<file path="src/rtl/rotation_pkg.sv">
// Shared definitions for the rotation command parser and the dial stage:
// ASCII codes, direction encoding, parser states and byte classifiers.
package rotation_pkg;

  localparam logic [7:0] CH_L  = 8'h4C;
  localparam logic [7:0] CH_R  = 8'h52;
  localparam logic [7:0] CH_LF = 8'h0A;
  localparam logic [7:0] CH_CR = 8'h0D;
  localparam logic [7:0] CH_SP = 8'h20;
  localparam logic [7:0] CH_0  = 8'h30;

  localparam logic DIR_L = 1'b0;
  localparam logic DIR_R = 1'b1;

  typedef enum logic [2:0] {
    IDLE,
    DIGITS,
    SKIP,
    EMIT,
    DONE
  } parser_state_t;

  // Line feed, carriage return and space all end a command line.
  function automatic logic is_terminator(input logic [7:0] b);
    return (b == CH_LF) || (b == CH_CR) || (b == CH_SP);
  endfunction

  function automatic logic is_digit(input logic [7:0] b);
    return (b >= CH_0) && (b <= (CH_0 + 8'd9));
  endfunction

endpackage

</file>
<file path="src/rtl/rotation_cmd_parser_if.sv">
// Byte-stream input and decoded-command output of the rotation parser.
// The master side feeds bytes and accepts commands; the slave side is the parser.
interface rotation_cmd_parser_if #(
  parameter int DIST_W = 16
);

  logic              in_valid;
  logic [7:0]        in_data;
  logic              in_last;
  logic              in_ready;
  logic              cmd_valid;
  logic              cmd_direction;
  logic [DIST_W-1:0] cmd_distance;
  logic              cmd_ready;

  modport master (
    output in_valid, in_data, in_last, cmd_ready,
    input  in_ready, cmd_valid, cmd_direction, cmd_distance
  );

  modport slave (
    input  in_valid, in_data, in_last, cmd_ready,
    output in_ready, cmd_valid, cmd_direction, cmd_distance
  );

endinterface

</file>
<file path="src/rtl/rotation_cmd_parser_decimal_accumulator.sv">
// Combinational decimal step: acc*10 + digit, clamped to all-ones when the
// result no longer fits in DIST_W bits.
module decimal_accumulator #(
  parameter int DIST_W = 16
) (
  input  logic [DIST_W-1:0] acc,
  input  logic [3:0]        digit,
  output logic [DIST_W-1:0] acc_next,
  output logic              overflow
);

  logic [DIST_W+3:0] wide;

  // Four extra bits hold the worst case (all-ones * 10 + 9) without wrapping.
  always_comb begin
    wide     = ({4'b0000, acc} * (DIST_W+4)'(10)) + (DIST_W+4)'(digit);
    overflow = |wide[DIST_W+3:DIST_W];
    acc_next = overflow ? '1 : wide[DIST_W-1:0];
  end

endmodule

</file>
<file path="src/rtl/rotation_cmd_parser.sv">
// Parses ASCII rotation commands ("L68\n", "R14\n") into direction/distance
// pairs handed off one at a time on a valid/ready handshake.
module rotation_cmd_parser #(
  parameter int DIST_W = 16,
  parameter int CNT_W  = 16
) (
  input  logic                 clk,
  input  logic                 rst,
  rotation_cmd_parser_if.slave bus,
  output logic [CNT_W-1:0]     cmd_count,
  output logic                 parse_error,
  output logic                 overflow,
  output logic                 done
);

  import rotation_pkg::*;

  parser_state_t     state;
  logic [DIST_W-1:0] acc;
  logic [DIST_W-1:0] acc_next;
  logic              acc_ovf;
  logic              digit_seen;
  logic              end_of_stream;
  logic              accept;
  logic [7:0]        din;

  assign accept = bus.in_valid && bus.in_ready;
  assign din    = bus.in_data;

  decimal_accumulator #(.DIST_W(DIST_W)) u_decimal_accumulator (
    .acc      (acc),
    .digit    (din[3:0]),
    .acc_next (acc_next),
    .overflow (acc_ovf)
  );

  // Parser FSM; in_ready and cmd_valid are registered alongside the state so
  // they always agree with it.
  always_ff @(posedge clk or posedge rst) begin
    if (rst) begin
      state             <= IDLE;
      bus.in_ready      <= 1'b1;
      bus.cmd_valid     <= 1'b0;
      bus.cmd_direction <= DIR_L;
      bus.cmd_distance  <= '0;
      acc               <= '0;
      digit_seen        <= 1'b0;
      end_of_stream     <= 1'b0;
      cmd_count         <= '0;
      parse_error       <= 1'b0;
      overflow          <= 1'b0;
      done              <= 1'b0;
    end else begin
      case (state)
        IDLE: begin
          if (accept) begin
            if ((din == CH_L) || (din == CH_R)) begin
              bus.cmd_direction <= (din == CH_R) ? DIR_R : DIR_L;
              acc               <= '0;
              digit_seen        <= 1'b0;
            end else if (!is_terminator(din)) begin
              parse_error <= 1'b1;
            end
            if (bus.in_last) begin
              state        <= DONE;
              bus.in_ready <= 1'b0;
              done         <= 1'b1;
            end else if ((din == CH_L) || (din == CH_R)) begin
              state <= DIGITS;
            end else if (!is_terminator(din)) begin
              state <= SKIP;
            end
          end
        end
        DIGITS: begin
          if (accept) begin
            if (is_digit(din)) begin
              acc        <= acc_next;
              digit_seen <= 1'b1;
              if (acc_ovf) overflow <= 1'b1;
              if (bus.in_last) begin
                bus.cmd_distance <= acc_next;
                end_of_stream    <= 1'b1;
                state            <= EMIT;
                bus.in_ready     <= 1'b0;
                bus.cmd_valid    <= 1'b1;
              end
            end else if (is_terminator(din) && digit_seen) begin
              bus.cmd_distance <= acc;
              end_of_stream    <= bus.in_last;
              state            <= EMIT;
              bus.in_ready     <= 1'b0;
              bus.cmd_valid    <= 1'b1;
            end else begin
              parse_error <= 1'b1;
              if (bus.in_last) begin
                state        <= DONE;
                bus.in_ready <= 1'b0;
                done         <= 1'b1;
              end else begin
                state <= is_terminator(din) ? IDLE : SKIP;
              end
            end
          end
        end
        SKIP: begin
          if (accept) begin
            if (bus.in_last) begin
              state        <= DONE;
              bus.in_ready <= 1'b0;
              done         <= 1'b1;
            end else if (din == CH_LF) begin
              state <= IDLE;
            end
          end
        end
        EMIT: begin
          if (bus.cmd_ready) begin
            bus.cmd_valid <= 1'b0;
            cmd_count     <= cmd_count + CNT_W'(1);
            if (end_of_stream) begin
              state <= DONE;
              done  <= 1'b1;
            end else begin
              state        <= IDLE;
              bus.in_ready <= 1'b1;
            end
          end
        end
        DONE: begin
          bus.in_ready <= 1'b0;
        end
        default: begin
          state        <= IDLE;
          bus.in_ready <= 1'b1;
        end
      endcase
    end
  end

endmodule

</file>
<file path="src/flat_wrapper.sv">
// flat-port wrapper written by rule: the top's interface ports become plain ports
module rotation_cmd_parser_flat import rotation_pkg::*;
#(
  parameter int DIST_W = 16,
  parameter int CNT_W  = 16
)
  (clk, rst, cmd_count, parse_error, overflow, done, bus_in_valid, bus_in_data, bus_in_last, bus_cmd_ready, bus_in_ready, bus_cmd_valid, bus_cmd_direction, bus_cmd_distance);
  rotation_cmd_parser_if #(.DIST_W(DIST_W)) bus_i ();
  input  logic clk;
  input  logic rst;
  output logic [CNT_W-1:0] cmd_count;
  output logic parse_error;
  output logic overflow;
  output logic done;
  input wire logic [$bits(bus_i.in_valid)-1:0] bus_in_valid;
  input wire logic [$bits(bus_i.in_data)-1:0] bus_in_data;
  input wire logic [$bits(bus_i.in_last)-1:0] bus_in_last;
  input wire logic [$bits(bus_i.cmd_ready)-1:0] bus_cmd_ready;
  output wire logic [$bits(bus_i.in_ready)-1:0] bus_in_ready;
  output wire logic [$bits(bus_i.cmd_valid)-1:0] bus_cmd_valid;
  output wire logic [$bits(bus_i.cmd_direction)-1:0] bus_cmd_direction;
  output wire logic [$bits(bus_i.cmd_distance)-1:0] bus_cmd_distance;
  assign bus_i.in_valid = bus_in_valid;
  assign bus_i.in_data = bus_in_data;
  assign bus_i.in_last = bus_in_last;
  assign bus_i.cmd_ready = bus_cmd_ready;
  assign bus_in_ready = bus_i.in_ready;
  assign bus_cmd_valid = bus_i.cmd_valid;
  assign bus_cmd_direction = bus_i.cmd_direction;
  assign bus_cmd_distance = bus_i.cmd_distance;
  rotation_cmd_parser #(.DIST_W(DIST_W), .CNT_W(CNT_W)) u_core (.clk(clk), .rst(rst), .bus(bus_i), .cmd_count(cmd_count), .parse_error(parse_error), .overflow(overflow), .done(done));
endmodule
</file>
<file path="config.mk">
export PLATFORM = sky130hd
export DESIGN_NAME = rotation_cmd_parser_flat
export DESIGN_NICKNAME = d
export VERILOG_FILES = /design/src/rtl/rotation_pkg.sv /design/src/rtl/rotation_cmd_parser_if.sv /design/src/rtl/rotation_cmd_parser_decimal_accumulator.sv /design/src/rtl/rotation_cmd_parser.sv /design/src/flat_wrapper.sv
export SDC_FILE = /design/constraint.sdc
export NUM_CORES = 1
export LEC_CHECK = 0
export ABC_AREA = 1
export CORE_ASPECT_RATIO = 1.2
export CORE_MARGIN = 8
export CORE_UTILIZATION = 52
export CTS_CLUSTER_SIZE = 28
export DETAILED_ROUTE_END_ITERATION = 6
export GPL_ROUTABILITY_DRIVEN = 0
export GPL_TIMING_DRIVEN = 0
export PLACE_DENSITY = 0.74
export REMOVE_ABC_BUFFERS = 1
export SKIP_CTS_REPAIR_TIMING = 1
export SLEW_MARGIN = 20
export SYNTH_ARGS = -nofsm -noshare
export SYNTH_HDL_FRONTEND = slang
export SYNTH_HIERARCHICAL = 1
export SYNTH_SLANG_ARGS = --single-unit
</file>
<file path="constraint.sdc">
create_clock -name clk -period 4.6 [get_ports clk]
set_input_delay 0.92 -clock clk [delete_from_list [all_inputs] [get_ports clk]]
set_output_delay 0.92 -clock clk [all_outputs]
set_load 0.02 [all_outputs]
</file>
* After elaboration in Yosys (flattened, before gate mapping)
Index checks and enable logic that the tools add are counted.
** Storage, ports and cells
- Output and inout bits :: 38
- Flip-flop bits (word level) :: 59
- Logic and storage cells :: 130
- Bits of input ports :: 13
** Operators by class
- Equal/unequal tests :: 27
- Add/subtract/negate cells :: 2
- Multiplexer cells :: 62
- Reduce and logical (&&, ||, !) cells :: 23
- Bitwise gates (word level) :: 1
- Multipliers :: 1
- $lt $le $gt $ge :: 2
** Operators by type and width (number)
- $mux 16 :: 8
- $mux 3 :: 14
- $mux 1 :: 32
- $pmux 16 s2 :: 1
- $add 20x4->20 :: 1
- $mul 16x3->19 const B :: 1
- $add 16x1->16 const B :: 1
- $eq 8x4->1 const B :: 2
- $eq 8x7->1 const B :: 2
- $pmux 3 s5 :: 1
- $ne 2x1->1 const B :: 7
- $ne 2x2->1 const B :: 7
- $reduce_and 7->1 :: 2
- $reduce_and 4->1 :: 3
- $reduce_and 5->1 :: 2
- $eq 8x6->1 const B :: 1
- $ge 8x6->1 const B :: 1
- $le 8x6->1 const B :: 1
- $reduce_and 8->1 :: 1
- $eq 3x2->1 const B :: 2
- $pmux 1 s2 :: 3
- $reduce_bool 2->1 :: 3
- $ne 4x4->1 const B :: 1
- $pmux 1 s4 :: 1
- 16 further kinds :: 20

* Longest topological paths before layout
- Word-level depth :: 9
- Depth in mapped cells :: 26

* By module
Netlist, hierarchy kept.
** Modules (own cells, without submodules)
- rotation_cmd_parser :: instances 1, area an instance 3156.8 um^2, cells each 404
- decimal_accumulator :: instances 1, area an instance 1896.8 um^2, cells each 324

* Least setup slack after synthesis
OpenSTA, ideal clock, no wires.
- Path kind :: reg-to-reg
- From :: register u_core.acc[1]
- To :: register u_core.bus.cmd_distance[6]
- Stages on the path, launching flop included :: 21
- Required time :: 4534 ps
- Arrival :: 3069 ps
- Library setup time :: 66 ps
- Path buffers :: 1
- Slack :: 1465 ps
- Cell sequence :: dfrtp_1 -> ha_1 -> ha_1 -> inv_1 -> fa_1 -> nor2_1 -> nand3_2 -> nor2_2 -> nand2_1 -> nor2_4 -> nand3_2 -> nor2_4 -> nand2_2 -> o21ai_2 -> nor2_4 -> buf_6 -> nand3_2 -> inv_1 -> o21ai_0 -> nand3_1 -> nand2_1
** Between the ends
- Longest elaborated chain between the ends :: 6
** RTL lines
- from (decl) :: RTL line rotation_cmd_parser.sv:19 : logic [DIST_W-1:0] acc;
- from (signal assigned) :: RTL line rotation_cmd_parser.sv:78 : acc <= acc_next;
- $mul 16x3->19 * :: RTL line rotation_cmd_parser_decimal_accumulator.sv:16 : wide = ({4'b0000, acc} * (DIST_W+4)'(10)) + (DIST_W+4)'(digit);
- $add 20x4->20 * :: RTL line rotation_cmd_parser_decimal_accumulator.sv:16
- $reduce_or 4->1 :: RTL line rotation_cmd_parser_decimal_accumulator.sv:17 : overflow = |wide[DIST_W+3:DIST_W];
- $mux 16 * :: RTL line rotation_cmd_parser_decimal_accumulator.sv:18 : acc_next = overflow ? '1 : wide[DIST_W-1:0];
- net u_core.acc_next[6] :: RTL line rotation_cmd_parser.sv:20 : logic [DIST_W-1:0] acc_next;
- $mux 16 * :: RTL line rotation_cmd_parser.sv:81 : if (bus.in_last) begin
- $mux 16 * :: RTL line rotation_cmd_parser.sv:77 : if (is_digit(din)) begin
- to (signal assigned) :: RTL line rotation_cmd_parser.sv:82 : bus.cmd_distance <= acc_next;
- to (decl) :: RTL line rotation_cmd_parser_if.sv:23 : output in_ready, cmd_valid, cmd_direction, cmd_distance
The timed path passes the listed nets; every way through them passes the cells marked *. The select of a mux whose other input is x is not followed.
A chain may end at the register's enable or synchronous reset.

* Worst setup path in the final report
- From :: input port bus_in_data[1]
- To :: register u_core.bus.cmd_distance[5]
** RTL lines
- from (decl) :: RTL line flat_wrapper.sv:16 : input wire logic [$bits(bus_i.in_data)-1:0] bus_in_data;
- $add 20x4->20 * :: RTL line rotation_cmd_parser_decimal_accumulator.sv:16
- $reduce_or 4->1 :: RTL line rotation_cmd_parser_decimal_accumulator.sv:17
- $mux 16 * :: RTL line rotation_cmd_parser_decimal_accumulator.sv:18
- net u_core.acc_next[5] :: RTL line rotation_cmd_parser.sv:20
- $mux 16 * :: RTL line rotation_cmd_parser.sv:81
- $mux 16 * :: RTL line rotation_cmd_parser.sv:77
Marks and branches as above.

==> flow_metrics.env <==
export IMPL_endpoint_kind="flip-flop"
export IMPL_crit_type="in -> reg"
export IMPL_ys_seq_area_frac=0.292
export IMPL_finalPower_mw=1.24
export IMPL_die_y_um=124
export IMPL_setup_viol=0
export IMPL_worst_skew_pair_late_latency_ps=320
export IMPL_synth_mux_area_frac=0
export IMPL_fmax_mhz=266
export IMPL_crit_fanout=17
export IMPL_grt_pass1_wl_um=20300
export IMPL_start_util=0.531
export IMPL_dp_hpwl_um=9240
export IMPL_synth_area_um2=5050
export IMPL_finalCritPeriodShare=0.817
export IMPL_fin_tns_setup_ps=0
export IMPL_antenna_found_initial=0
export IMPL_tritoncts="done"
export IMPL_ys_warnings_count=6
export IMPL_die_w_um=106
export IMPL_fin_skew_ps=6.57
export IMPL_synth_seq_cells=59
export IMPL_p_leak_nw=3.23
export IMPL_reg2reg_to="u_core/bus.cmd_distance[5]"
export IMPL_rsz0062_at_grt="no"
export IMPL_intPower_mw=0.988
export IMPL_port_buffers=50
export IMPL_synth_edf_count=0
export IMPL_status="finished, final reports clean"
export IMPL_critPathArrivalTime_ps=3970
export IMPL_min_path_type="reg -> reg"
export IMPL_yosys_cell_types_count=42
export IMPL_place_inst=892
export IMPL_final_instance_count_excl_fill=907
export IMPL_startpoint="bus_in_data[1]"
export IMPL_via_per_inst=5.14
export IMPL_dieArea_um2=13100
export IMPL_finalCriticalPeriod_ps=3760
export IMPL_maxSlewHeadroom=0.463
export IMPL_root_buffer="clkbuf_16"
export IMPL_placed_cell_area_um2=5650
export IMPL_p_seq_frac=0.425
export IMPL_crit_required_ps=4810
export IMPL_switching_power_mw=0.248
export IMPL_grt_pass1_vias=4548
export IMPL_vdd_ir_drop_max_mv=0.231
export IMPL_drc_errors=0
export IMPL_power_density_nw_per_um2=208
export IMPL_n_fill_cell=898
export IMPL_syn_inst=728
export IMPL_yosys_area_share_simple=0.413
export IMPL_n_antenna_cell=0
export IMPL_p_comb_frac=0.044
export IMPL_synth_ff_type="dfrtp_1"
export IMPL_cts_reportedPaths_clkPinSlew_ps=50
export IMPL_ys_top_cells_by_count="239 x nand2_1, 105 x inv_1, 66 x nand3_1"
export IMPL_synthAdderAreaFrac=0.0872
export IMPL_synth_top_area_cell="dfrtp_1"
export IMPL_synth_top_family_by_area="simple AND/OR/NAND/NOR gates"
export IMPL_first_iter_violations=258
export IMPL_async_flop_share=1.00
export IMPL_hold_path_end="u_core/done"
export IMPL_gr_usage_all_layers=0.188
export IMPL_finalHoldViolations=0
export IMPL_p_sw_frac=0.200
export IMPL_postLayoutCellArea_um2=5950
export IMPL_hold_depth=2
export IMPL_maxCapViolations=0
export IMPL_io_pins=51
export IMPL_cts_buffers_inserted=9
export IMPL_critPathLaunchType="input port"
export IMPL_fp_row_count=39
export IMPL_vias=4662
export IMPL_worst_hold_slack_ps=464
export IMPL_ant_nets=0
export IMPL_clkPwrFrac=0.531
export IMPL_reg2reg_slack_ps=970
export IMPL_coreArea_um2=9520
export IMPL_synth_area_per_cell_um2=6.94
export IMPL_ff2ff_path_depth=20
export IMPL_worst_slew_pin_slew_ps=805
export IMPL_firstDrtPassIters=4
export IMPL_grt_overflow=0
export IMPL_drv_slew=0
export IMPL_synth_compound_area_share=0.0676
export IMPL_clock_sinks=59
export IMPL_r2r_start="u_core/acc[1]"
export IMPL_drt_total_wl_um=11900
export IMPL_drive_gt1_frac=0.114
export IMPL_wire_per_inst_um=13.1
export IMPL_netlist_top_cells_area="dfrtp_1 29%, nand2_1 18%, ha_1 7.9%"
export IMPL_synth_top_area_frac=0.287
export IMPL_clk_path_buf_depth=2
export IMPL_grt_start_max_net_pins=38
export IMPL_fin_nets=827
export IMPL_h_tree_depth=3
export IMPL_synth_most_common_cell="nand2_1"
export IMPL_synthXorXnorAreaFrac=0.0416
export IMPL_hold_start="u_core/done"
export IMPL_syn_to_final_growth_pct=17.7
-- critical path, cell delays in order --
cell,delay [ps]
clkdlybuf4s50_1,530
ha_1,170
inv_1,60
fa_1,430
inv_1,70
a21oi_1,80
nor2_2,180
nand2_1,110
nor2_4,110
nand3_2,120
nor2_4,160
nand4_1,100
nand2_1,80
nand2_1,50
inv_2,290
nand3_1,110
inv_1,100
o21ai_0,90
nand3_1,120
nand2_1,60
-- layout make-up --
type                    count  area [um2]  area share
flip-flops and latches     59        1480       0.248
repair buffers             51         520      0.0875
well taps                 123         154      0.0259
clock buffers              13         260      0.0438
inverters                 111         419      0.0705
clock inverters             2        35.0     0.00589
multi-input cells         548        3080       0.518
-- registers in the layout, summed over array words and instances (netlist names) --
signal                    cells
u_core/digit_seen             1
u_core/bus.in_ready           1
u_core/state                  3
u_core/acc                   16
u_core/parse_error            1
u_core/end_of_stream          1
u_core/bus.cmd_distance      16
u_core/bus.cmd_direction      1
u_core/bus.cmd_valid          1
u_core/cmd_count             16
u_core/overflow               1
u_core/done                   1
-- power by group through the flow --
| stage | Clock (mW) | Sequential, mW | Combinational [mW] |
|---|---|---|---|
| floorplan | 0 | 0.536 | 0.0250 |
| global placement | 0 | 0.534 | 0.0503 |
| detailed placement | 0 | 0.534 | 0.0546 |
| CTS | 0.671 | 0.525 | 0.0550 |
| global route | 0.694 | 0.525 | 0.0608 |
| finish | 0.656 | 0.525 | 0.0539 |
-- metrics by stage --
step           setup slack (ps)  utilization
2_1_floorplan              1400            -
3_3_place_gp                559        0.592
3_5_place_dp                527        0.594
4_1_cts                     856        0.625
5_1_grt                     559        0.625
6_report                    844        0.625
-- cell usage in the layout (no fill, tap or decap), drive strengths merged --
| cell | n |
|---|---|
| buf | 1 |
| o21bai | 1 |
| nor2 | 60 |
| o21ai | 43 |
| xnor2 | 7 |
| and2 | 2 |
| o21a | 1 |
| nand4 | 9 |
| or2 | 3 |
| o211ai | 1 |
| fa | 2 |
| inv | 111 |
| nand2 | 260 |
| nor3 | 8 |
| dfstp | 1 |
| bufinv | 1 |
| clkbuf | 13 |
| a31o | 1 |
| dfrtp | 58 |
| nand3b | 2 |
| clkinv | 1 |
| a31oi | 1 |
| ha | 32 |
| nand3 | 85 |
| a21oi | 13 |
| xor2 | 17 |
| clkdlybuf4s50 | 50 |
-- worst max-delay path by stage --
stage | to | slack [ps] | cells past startpoint
5_1_grt | u_core/bus.cmd_distance[5] | 560 | 20
3_5_place_dp | u_core/bus.cmd_distance[5] | 530 | 20
2_1_floorplan | u_core/bus.cmd_distance[0] | 1400 | 20
6_report | u_core/bus.cmd_distance[5] | 840 | 20
4_1_cts | u_core/bus.cmd_distance[5] | 860 | 20
3_3_place_gp | u_core/bus.cmd_distance[4] | 560 | 20
-- metal layers --
metal	GRT usage	vias to the layer above	part of all wire
li1	-	2390	-
met1	0.218	2155	0.44
met2	0.332	98	0.50
met3	0.0367	19	0.042
met4	0.0819	0	0.019
met5	0	-	0
-- kinds of logic (layout without fill, tap and decap cells) --
logic type      after synthesis  after routing
compound gates               61             61
xor+xnor                     24             24
flops                        59             59
buf+inv                     121            177
simple gates                429            429
fa+ha+maj                    34             34
No activity file was read; power rests on OpenSTA's default activity.
